<file path="config.mk">
export PLATFORM = sky130hd
export DESIGN_NAME = wb_cmd_master_flat
export DESIGN_NICKNAME = d
export VERILOG_FILES = /design/src/rtl/wb_cmd_master_if.sv /design/src/rtl/wb_cmd_master.sv /design/src/flat_wrapper.sv
export SDC_FILE = /design/constraint.sdc
export NUM_CORES = 1
export LEC_CHECK = 0
export BUFFER_PORTS_ARGS = -buffer_cell sky130_fd_sc_hd__buf_4
export CAP_MARGIN = 20
export CORE_MARGIN = 8
export CORE_UTILIZATION = 46
export CTS_CLUSTER_SIZE = 12
export DETAILED_ROUTE_END_ITERATION = 12
export GPL_ROUTABILITY_DRIVEN = 0
export GPL_TIMING_DRIVEN = 0
export PLACE_DENSITY = 0.8
export SETUP_SLACK_MARGIN = 0.5
export SLEW_MARGIN = 5
export SYNTH_ARGS = -nofsm -noshare
export SYNTH_HDL_FRONTEND = slang
export SYNTH_SLANG_ARGS = --single-unit
</file>
<file path="constraint.sdc">
create_clock -name clk -period 1.91 [get_ports clk]
set_input_delay 0.191 -clock clk [delete_from_list [all_inputs] [get_ports clk]]
set_output_delay 0.191 -clock clk [all_outputs]
set_load 0.05 [all_outputs]
</file>
<file path="src/rtl/wb_cmd_master_if.sv">
// Interface bundle for wb_cmd_master.
// It holds the host command port, the host response port and the Wishbone classic bus.
// The master modport is the view the initiator takes of these signals.
// The slave modport is the view taken by whatever drives the host side and answers on the bus.
interface wb_cmd_master_if #(
  parameter int DATA_WIDTH   = 32,
  parameter int ADDR_WIDTH   = 16,
  parameter int SELECT_WIDTH = DATA_WIDTH / 8
);
  // Host command port (valid/ready)
  logic                    cmd_v_i;
  logic                    cmd_ready_o;
  logic                    cmd_we_i;
  logic [ADDR_WIDTH-1:0]   cmd_addr_i;
  logic [DATA_WIDTH-1:0]   cmd_data_i;
  logic [SELECT_WIDTH-1:0] cmd_sel_i;

  // Host response port (valid/yumi)
  logic                    resp_v_o;
  logic                    resp_yumi_i;
  logic [DATA_WIDTH-1:0]   resp_data_o;
  logic                    resp_err_o;

  // Wishbone classic bus
  logic [ADDR_WIDTH-1:0]   adr_o;
  logic [DATA_WIDTH-1:0]   dat_o;
  logic [DATA_WIDTH-1:0]   dat_i;
  logic                    cyc_o;
  logic                    stb_o;
  logic [SELECT_WIDTH-1:0] sel_o;
  logic                    we_o;
  logic                    ack_i;
  logic                    err_i;

  modport master (
    input  cmd_v_i, cmd_we_i, cmd_addr_i, cmd_data_i, cmd_sel_i,
    output cmd_ready_o,
    input  resp_yumi_i,
    output resp_v_o, resp_data_o, resp_err_o,
    output adr_o, dat_o, cyc_o, stb_o, sel_o, we_o,
    input  dat_i, ack_i, err_i
  );

  modport slave (
    output cmd_v_i, cmd_we_i, cmd_addr_i, cmd_data_i, cmd_sel_i,
    input  cmd_ready_o,
    output resp_yumi_i,
    input  resp_v_o, resp_data_o, resp_err_o,
    input  adr_o, dat_o, cyc_o, stb_o, sel_o, we_o,
    output dat_i, ack_i, err_i
  );
endinterface

</file>
<file path="src/rtl/wb_cmd_master.sv">
// Wishbone classic single-transfer initiator.
// It takes one read or write command from the host, runs one Wishbone cycle
// and hands back data and status on a valid/yumi port.
// A response timeout protects the host from a responder that never answers.
module wb_cmd_master #(
  parameter int DATA_WIDTH     = 32,
  parameter int ADDR_WIDTH     = 16,
  parameter int SELECT_WIDTH   = DATA_WIDTH / 8,
  parameter int TIMEOUT_CYCLES = 255
) (
  input  logic clk,
  input  logic reset_n,
  wb_cmd_master_if.master bus
);

  localparam logic [1:0] IDLE = 2'd0;
  localparam logic [1:0] BUS  = 2'd1;
  localparam logic [1:0] RESP = 2'd2;

  // The counter must be able to hold TIMEOUT_CYCLES. It is at least one bit wide.
  localparam int CNT_W = (TIMEOUT_CYCLES < 1) ? 1 : $clog2(TIMEOUT_CYCLES + 1);
  localparam bit TO_EN = (TIMEOUT_CYCLES != 0);
  localparam logic [CNT_W-1:0] TO_LAST = TO_EN ? CNT_W'(TIMEOUT_CYCLES - 1) : '0;
  localparam logic [CNT_W-1:0] CNT_MAX = '1;

  logic [1:0]              state_reg, state_next;
  logic [ADDR_WIDTH-1:0]   adr_reg, adr_next;
  logic [DATA_WIDTH-1:0]   dat_reg, dat_next;
  logic [SELECT_WIDTH-1:0] sel_reg, sel_next;
  logic                    we_reg, we_next;
  logic [DATA_WIDTH-1:0]   resp_data_reg, resp_data_next;
  logic                    resp_err_reg, resp_err_next;
  logic [CNT_W-1:0]        count_reg, count_next;

  logic in_idle, in_bus, in_resp;

  assign in_idle = (state_reg == IDLE);
  assign in_bus  = (state_reg == BUS);
  assign in_resp = (state_reg == RESP);

  // The handshake outputs are decoded from the state register alone.
  // Because reset clears the state asynchronously, cyc_o and stb_o also drop asynchronously.
  assign bus.cmd_ready_o = in_idle;
  assign bus.cyc_o       = in_bus;
  assign bus.stb_o       = in_bus;
  assign bus.resp_v_o    = in_resp;
  assign bus.resp_data_o = resp_data_reg;
  assign bus.resp_err_o  = resp_err_reg;
  assign bus.adr_o       = adr_reg;
  assign bus.dat_o       = dat_reg;
  assign bus.sel_o       = sel_reg;
  assign bus.we_o        = we_reg;

  // Next-state logic.
  // ack_i and err_i are looked at only in BUS, so a stray termination in IDLE or RESP has no effect.
  always_comb begin
    state_next     = state_reg;
    adr_next       = adr_reg;
    dat_next       = dat_reg;
    sel_next       = sel_reg;
    we_next        = we_reg;
    resp_data_next = resp_data_reg;
    resp_err_next  = resp_err_reg;
    count_next     = count_reg;

    case (state_reg)
      IDLE: begin
        if (bus.cmd_v_i) begin
          adr_next   = bus.cmd_addr_i;
          dat_next   = bus.cmd_data_i;
          sel_next   = bus.cmd_sel_i;
          we_next    = bus.cmd_we_i;
          count_next = '0;
          state_next = BUS;
        end
      end

      BUS: begin
        // Saturate rather than wrap so a disabled timeout cannot alias.
        if (count_reg != CNT_MAX) begin
          count_next = count_reg + 1'b1;
        end
        if (bus.err_i) begin
          // An error wins over an ack that arrives in the same cycle.
          resp_data_next = '0;
          resp_err_next  = 1'b1;
          state_next     = RESP;
        end else if (bus.ack_i) begin
          resp_data_next = we_reg ? '0 : bus.dat_i;
          resp_err_next  = 1'b0;
          state_next     = RESP;
        end else if (TO_EN && (count_reg == TO_LAST)) begin
          // At this point stb_o has been high for TIMEOUT_CYCLES cycles without an answer.
          resp_data_next = '0;
          resp_err_next  = 1'b1;
          state_next     = RESP;
        end
      end

      RESP: begin
        if (bus.resp_yumi_i) begin
          state_next = IDLE;
        end
      end

      default: begin
        state_next = IDLE;
      end
    endcase
  end

  // State and datapath registers.
  // Reset throws away any command in flight and any response still pending.
  always_ff @(posedge clk or negedge reset_n) begin
    if (!reset_n) begin
      state_reg     <= IDLE;
      adr_reg       <= '0;
      dat_reg       <= '0;
      sel_reg       <= '0;
      we_reg        <= 1'b0;
      resp_data_reg <= '0;
      resp_err_reg  <= 1'b0;
      count_reg     <= '0;
    end else begin
      state_reg     <= state_next;
      adr_reg       <= adr_next;
      dat_reg       <= dat_next;
      sel_reg       <= sel_next;
      we_reg        <= we_next;
      resp_data_reg <= resp_data_next;
      resp_err_reg  <= resp_err_next;
      count_reg     <= count_next;
    end
  end

endmodule

</file>
<file path="src/flat_wrapper.sv">
// flat-port wrapper written by rule: the top's interface ports become plain ports
module wb_cmd_master_flat 
#(
  parameter int DATA_WIDTH     = 32,
  parameter int ADDR_WIDTH     = 16,
  parameter int SELECT_WIDTH   = DATA_WIDTH / 8,
  parameter int TIMEOUT_CYCLES = 255
)
  (clk, reset_n, bus_cmd_v_i, bus_cmd_we_i, bus_cmd_addr_i, bus_cmd_data_i, bus_cmd_sel_i, bus_cmd_ready_o, bus_resp_yumi_i, bus_resp_v_o, bus_resp_data_o, bus_resp_err_o, bus_adr_o, bus_dat_o, bus_cyc_o, bus_stb_o, bus_sel_o, bus_we_o, bus_dat_i, bus_ack_i, bus_err_i);
  wb_cmd_master_if #(.DATA_WIDTH(DATA_WIDTH), .ADDR_WIDTH(ADDR_WIDTH), .SELECT_WIDTH(SELECT_WIDTH)) bus_i ();
  input  logic clk;
  input  logic reset_n;
  input wire logic [$bits(bus_i.cmd_v_i)-1:0] bus_cmd_v_i;
  input wire logic [$bits(bus_i.cmd_we_i)-1:0] bus_cmd_we_i;
  input wire logic [$bits(bus_i.cmd_addr_i)-1:0] bus_cmd_addr_i;
  input wire logic [$bits(bus_i.cmd_data_i)-1:0] bus_cmd_data_i;
  input wire logic [$bits(bus_i.cmd_sel_i)-1:0] bus_cmd_sel_i;
  output wire logic [$bits(bus_i.cmd_ready_o)-1:0] bus_cmd_ready_o;
  input wire logic [$bits(bus_i.resp_yumi_i)-1:0] bus_resp_yumi_i;
  output wire logic [$bits(bus_i.resp_v_o)-1:0] bus_resp_v_o;
  output wire logic [$bits(bus_i.resp_data_o)-1:0] bus_resp_data_o;
  output wire logic [$bits(bus_i.resp_err_o)-1:0] bus_resp_err_o;
  output wire logic [$bits(bus_i.adr_o)-1:0] bus_adr_o;
  output wire logic [$bits(bus_i.dat_o)-1:0] bus_dat_o;
  output wire logic [$bits(bus_i.cyc_o)-1:0] bus_cyc_o;
  output wire logic [$bits(bus_i.stb_o)-1:0] bus_stb_o;
  output wire logic [$bits(bus_i.sel_o)-1:0] bus_sel_o;
  output wire logic [$bits(bus_i.we_o)-1:0] bus_we_o;
  input wire logic [$bits(bus_i.dat_i)-1:0] bus_dat_i;
  input wire logic [$bits(bus_i.ack_i)-1:0] bus_ack_i;
  input wire logic [$bits(bus_i.err_i)-1:0] bus_err_i;
  assign bus_i.cmd_v_i = bus_cmd_v_i;
  assign bus_i.cmd_we_i = bus_cmd_we_i;
  assign bus_i.cmd_addr_i = bus_cmd_addr_i;
  assign bus_i.cmd_data_i = bus_cmd_data_i;
  assign bus_i.cmd_sel_i = bus_cmd_sel_i;
  assign bus_cmd_ready_o = bus_i.cmd_ready_o;
  assign bus_i.resp_yumi_i = bus_resp_yumi_i;
  assign bus_resp_v_o = bus_i.resp_v_o;
  assign bus_resp_data_o = bus_i.resp_data_o;
  assign bus_resp_err_o = bus_i.resp_err_o;
  assign bus_adr_o = bus_i.adr_o;
  assign bus_dat_o = bus_i.dat_o;
  assign bus_cyc_o = bus_i.cyc_o;
  assign bus_stb_o = bus_i.stb_o;
  assign bus_sel_o = bus_i.sel_o;
  assign bus_we_o = bus_i.we_o;
  assign bus_i.dat_i = bus_dat_i;
  assign bus_i.ack_i = bus_ack_i;
  assign bus_i.err_i = bus_err_i;
  wb_cmd_master #(.DATA_WIDTH(DATA_WIDTH), .ADDR_WIDTH(ADDR_WIDTH), .SELECT_WIDTH(SELECT_WIDTH), .TIMEOUT_CYCLES(TIMEOUT_CYCLES)) u_core (.clk(clk), .reset_n(reset_n), .bus(bus_i));
endmodule
</file>
# [After elaboration in Yosys (flattened, before gate mapping)]
# Index checks and enable logic that the tools add are counted.
[totals] ff_bits=96 in_bits=91 out_inout_bits=90 elab_cells=40
[classes] n_addsub=1 n_eq_ne=8 n_mux=16 reduce_logical=7
[op_table] operator="two-way mux 32 bit" count=4
[op_table] operator="two-way mux 8 bit" count=2
[op_table] operator="one-hot mux 8 bit (2 select lines)" count=1
[op_table] operator="two-way mux 2 bit" count=5
[op_table] operator="adder 8 x 1 -> 8 bit, second input constant" count=1
[op_table] operator="== test 8 bit, second input constant" count=1
[op_table] operator="!= test 8 bit, second input constant" count=1
[op_table] operator="one-hot mux 2 bit (3 select lines)" count=1
[op_table] operator="AND reduction 3 bit" count=2
[op_table] operator="!= test 2 bit, second input constant" count=2
[op_table] operator="!= test 4 x 1 -> 1 bit, second input constant" count=1
[op_table] operator="AND reduction 2 bit" count=2
[op_table] operator="two-way mux 1 bit" count=3
[op_table] operator="nonzero test 3 bit" count=1
[op_table] operator="== test 2 x 1 -> 1 bit, second input constant" count=1
[op_table] operator="== test 2 bit, second input constant" count=1
[op_table] operator="zero test 2 bit" count=1
[op_table] operator="!= test 2 x 1 -> 1 bit, second input constant" count=1
[op_table] operator="nonzero test 2 bit" count=1

# [Logic depth before layout (Yosys ltp)]
[depth] depth_word=5 mapped_depth=7 mapped_depth_nobuf=6

# [Worst setup path before layout]
# Ideal clock, no wire load.
[synth_path] path_kind="reg-to-reg" start="register u_core.state_reg[0]" end="register u_core.dat_reg[25], in the netlist u_core.bus.dat_o[25]" setup_time_ns=0.118 arrival_time_ns=1.850 setup_slack_ns=-0.057 stages_incl_launch_ff=7 synth_period_minus_slack_ns=1.967 cell_sequence="dfrtp_1 > nor2_1 > nand2_1 > buf_2 > buf_2 > nand2_1 > nand2_1"
[synth_between] elab_chain_cells=2
[synth_lines] element="start, declared" line_no="wb_cmd_master.sv:26" text="logic [1:0] state_reg, state_next;"
[synth_lines] element="start signal, assigned" line_no="wb_cmd_master.sv:125" text="state_reg <= state_next;"
[synth_lines] element="zero test 2 bit"
[synth_lines] element="named net bus_cmd_ready_o" line_no="flat_wrapper.sv:18" text="output wire logic [$bits(bus_i.cmd_ready_o)-1:0] bus_cmd_ready_o;"
[synth_lines] element="AND reduction 2 bit (no source line)"
[synth_lines] element="end signal, assigned" line_no="wb_cmd_master.sv:127" text="dat_reg <= dat_next;"
[synth_lines] element="end, declared" line_no="wb_cmd_master.sv:28" text="logic [DATA_WIDTH-1:0] dat_reg, dat_next;"
# The timed path passes the listed nets, and every way through them passes these cells.
# A chain may end at the register's enable or synchronous reset.

# [Worst setup path in the final report]
[layout_path] start="register u_core.count_reg[0]" end="register u_core.resp_data_reg[9], in the netlist u_core.bus.resp_data_o[9]"
[layout_between] elab_chain_cells=3
[layout_lines] element="start, declared" line_no="wb_cmd_master.sv:33" text="logic [CNT_W-1:0] count_reg, count_next;"
[layout_lines] element="start signal, assigned" line_no="wb_cmd_master.sv:132" text="count_reg <= count_next;"
[layout_lines] element="== test 8 bit" line_no="wb_cmd_master.sv:92" text="end else if (TO_EN && (count_reg == TO_LAST)) begin"
[layout_lines] element="nonzero test 3 bit (no source line)"
[layout_lines] element="AND reduction 2 bit (no source line)"
[layout_lines] element="end signal, assigned" line_no="wb_cmd_master.sv:130" text="resp_data_reg <= resp_data_next;"
[layout_lines] element="end, declared" line_no="wb_cmd_master.sv:31" text="logic [DATA_WIDTH-1:0] resp_data_reg, resp_data_next;"
# No other way between the ends.

==> flow_summary.ini <==
[logic_synthesis]
yosys_register_bits = 96
syn_inst = 356
synth_cell_types = 33
synth.avg_cell_area_um2 = 10.5
yosys.area.top_type_share = 0.642
syn-cell-area_um2 = 3740
synth-edff-count = 0
yosysMostFrequentCell = nand2_1
ys_seq_area_frac = 0.642
synth_ff_type = dfrtp_1
ys_top_cells_by_area = dfrtp_1 (64%), nand2_1 (16%), a22o_1 (7.5%)
syn-num-nets = 449
ys.warnings.count = 0
yosys.area.top_type = dfrtp_1
ys_async_sr_fraction = 1.00
synth_commonest_cells = nand2_1 (163), dfrtp_1 (96), a22o_1 (32)

[worst_setup_path]
r2r_slack_ps = 360
rr_startpoint = u_core.count_reg[0]$_DFFE_PN0P_
r2r_end = u_core.bus.resp_data_o[9]$_DFFE_PN0P_
crit_path_max_incr_delay_ps = 420
crit_chain = inv_2, ha_4, nand3_2, nor2_4, o31ai_4, buf_6, buf_6, a22o_1
path_depth = 8
critPathCaptureType = flip-flop
cp_common_cell = buf_6
required_ps = 2140
critPathKind = reg2reg
startpoint = u_core.count_reg[0]$_DFFE_PN0P_
path_buf_inv = 3
crit_path_max_fanout = 6
arrival_ps = 1780
cpMaxStageDelayCell = dfrtp_1
worst_path_dominant_cell_family = flip-flops
critPathLaunchType = flip-flop
reg2reg_depth = 8

[hold_path]
hold_path.class = in2reg
min_to = u_core.bus.sel_o[1]$_DFFE_PN0P_
hold_depth = 3
min_from = bus_cmd_sel_i[1]

[timing]
finalHoldViolCount = 0
min_period_over_period = 0.811
clock_skew_ps = 9.94
maxSlewHeadroom = 0.585
fin_ws_ps = 360
tns_ps = 0
worstMarginPinSlew_ps = 622
fmax_mhz = 645
rsz0062_at_grt = yes
fin_crit_ps = 1550
setup_viol = 0
slew_viol_final = 0

[grt]
grt_pass1_wl_um = 18100
antenna_found_initial = 0
grt_max_degree = 50
grt_pass1_vias = 3603
grt_usage = 0.201
grt_overflow = 0

[pwr]
pwr-share-seq = 0.282
clkPwrFrac = 0.098
swShare = 0.504
leakagePower_nw = 3.41
power.density_nw_per_um2 = 1910
power.internal_mw = 6.06
p_switching_mw = 6.16
power.total_mw = 12.2
comb_power_share = 0.620
ir_drop_v = 0.00138

[placement]
dp_cells = 642
numPortBuffers = 180
placed_cell_area_um2 = 5310
pre_cts_ws_ps = 312
dp_hpwl_um = 8220

[floorplanning]
die_y_um = 106
core_um2 = 8050
ios = 181
start_util = 0.465
die_w_um = 106
num_rows = 33
die_area_um2 = 11300

[clocking]
clk-insertion-delay-late_ps = 350
cts.root.buffer_cell = clkbuf_8
cts.reportedPaths.clkPinSlew_ps = 100
clockBufferDepth = 2
htreeDepth = 3
cts.sinks = 96
cts_buffers = 9
cts_tree = yes

[cells_and_area]
area_growth_pct = 70.8
design_area_um2 = 6390
multi_input_area_um2 = 1520
regArea_um2 = 2400
num_antenna_cells = 0
layout.cells.non_filler = 694
fill_cells = 471
num-nets-final = 677
drive_gt1_frac = 0.555

[detailed_routing]
first_pass_iters = 4
num_vias = 3437
drtIter0Drc = 116
ant_nets = 0
remaining_drc_errors = 0
avgRoutedWirePerCell_um = 17.5
wl_um = 12200
routed_via_density = 4.95

[run]
maxCapViolCount = 0

[status]
outcome = finished, final reports clean
==> worst max-delay path by stage <==
stage / endpoint / slack, ps
after floorplan: u_core.bus.adr_o[10]$_DFFE_PN0P_ / 460
after global placement: u_core.state_reg[1]$_DFFE_PN0P_ / 360
after detailed placement: u_core.state_reg[1]$_DFFE_PN0P_ / 310
after CTS: u_core.bus.resp_data_o[16]$_DFFE_PN0P_ / 370
after global routing: u_core.bus.resp_data_o[4]$_DFFE_PN0P_ / 300
final: u_core.bus.resp_data_o[9]$_DFFE_PN0P_ / 360
==> cells by family after synthesis <==
kind of cell,synth area share
AO/OA/AOI/OAI,0.108
XOR/XNOR,0.00234
adder cells (fa/ha/maj),0.00669
buffers and inverters,0.0408
flip-flops,0.642
multiplexers,0.00268
AND/OR/NAND/NOR,0.197
==> repair_timing <==
| action | in CTS | in global routing |
|---|---|---|
| resized for setup | 42 | 108 |
| setup endpoints to repair | 85 | 96 |
| hold buffers | 2 | 0 |
| gates cloned | 4 | 7 |
| buffers inserted | 13 | 10 |
| endpoints found under the hold margin | 48 | 0 |
| pin swaps | 8 | 47 |
==> per-layer routing <==
layer,part of all wire,global-route usage,up-vias
met5,0,0,-
met4,0.019,0.0734,0
met3,0.12,0.100,20
met2,0.48,0.324,148
met1,0.38,0.226,1633
li1,-,-,1636
==> cell usage in the layout, fill, tap and decap left out, drive strengths merged, types with 3 or more instances in the layout <==
| cell type | n |
|---|---|
| nand3 | 5 |
| dfrtp | 96 |
| o21ai | 4 |
| a22o | 32 |
| nand2 | 163 |
| o31ai | 3 |
| o41ai | 3 |
| clkinv | 3 |
| clkbuf | 22 |
| clkinvlp | 3 |
| buf | 224 |
| inv | 6 |
| nor2 | 4 |
==> worst reg2reg max path: stages, from the launching register on <==
cell and delay (ps):
dfrtp_1 420, inv_2 90, ha_4 140, nand3_2 100
nor2_4 140, o31ai_4 70, buf_6 150, buf_6 130
a22o_1 190
==> per-stage QoR <==
stage | hold slack, ps | util
detailed placement | 249 | 0.659
global placement | 380 | 0.655
finish | 23.3 | 0.793
floorplan | -105 | -
global route | 16.1 | 0.793
CTS | 4.78 | 0.720
==> cell type report <==
type                    count  share of cell area
clock buffers              11              0.0221
well taps                 105              0.0206
flip-flops and latches     96               0.376
multi-input cells         233               0.238
clock inverters             5             0.00509
inverters                   7             0.00646
plain buffers              20              0.0366
repair buffers            217               0.295
==> power groups by stage <==
stage | Clock, mW | Sequential, mW | Combinational, mW
floorplan | 0 | 6.35 | 1.41
global placement | 0 | 3.42 | 6.38
detailed placement | 0 | 3.46 | 6.47
CTS | 1.22 | 3.43 | 6.83
global route | 1.31 | 3.54 | 7.94
finish | 1.20 | 3.45 | 7.57
No activity file was read; power rests on OpenSTA's default activity.
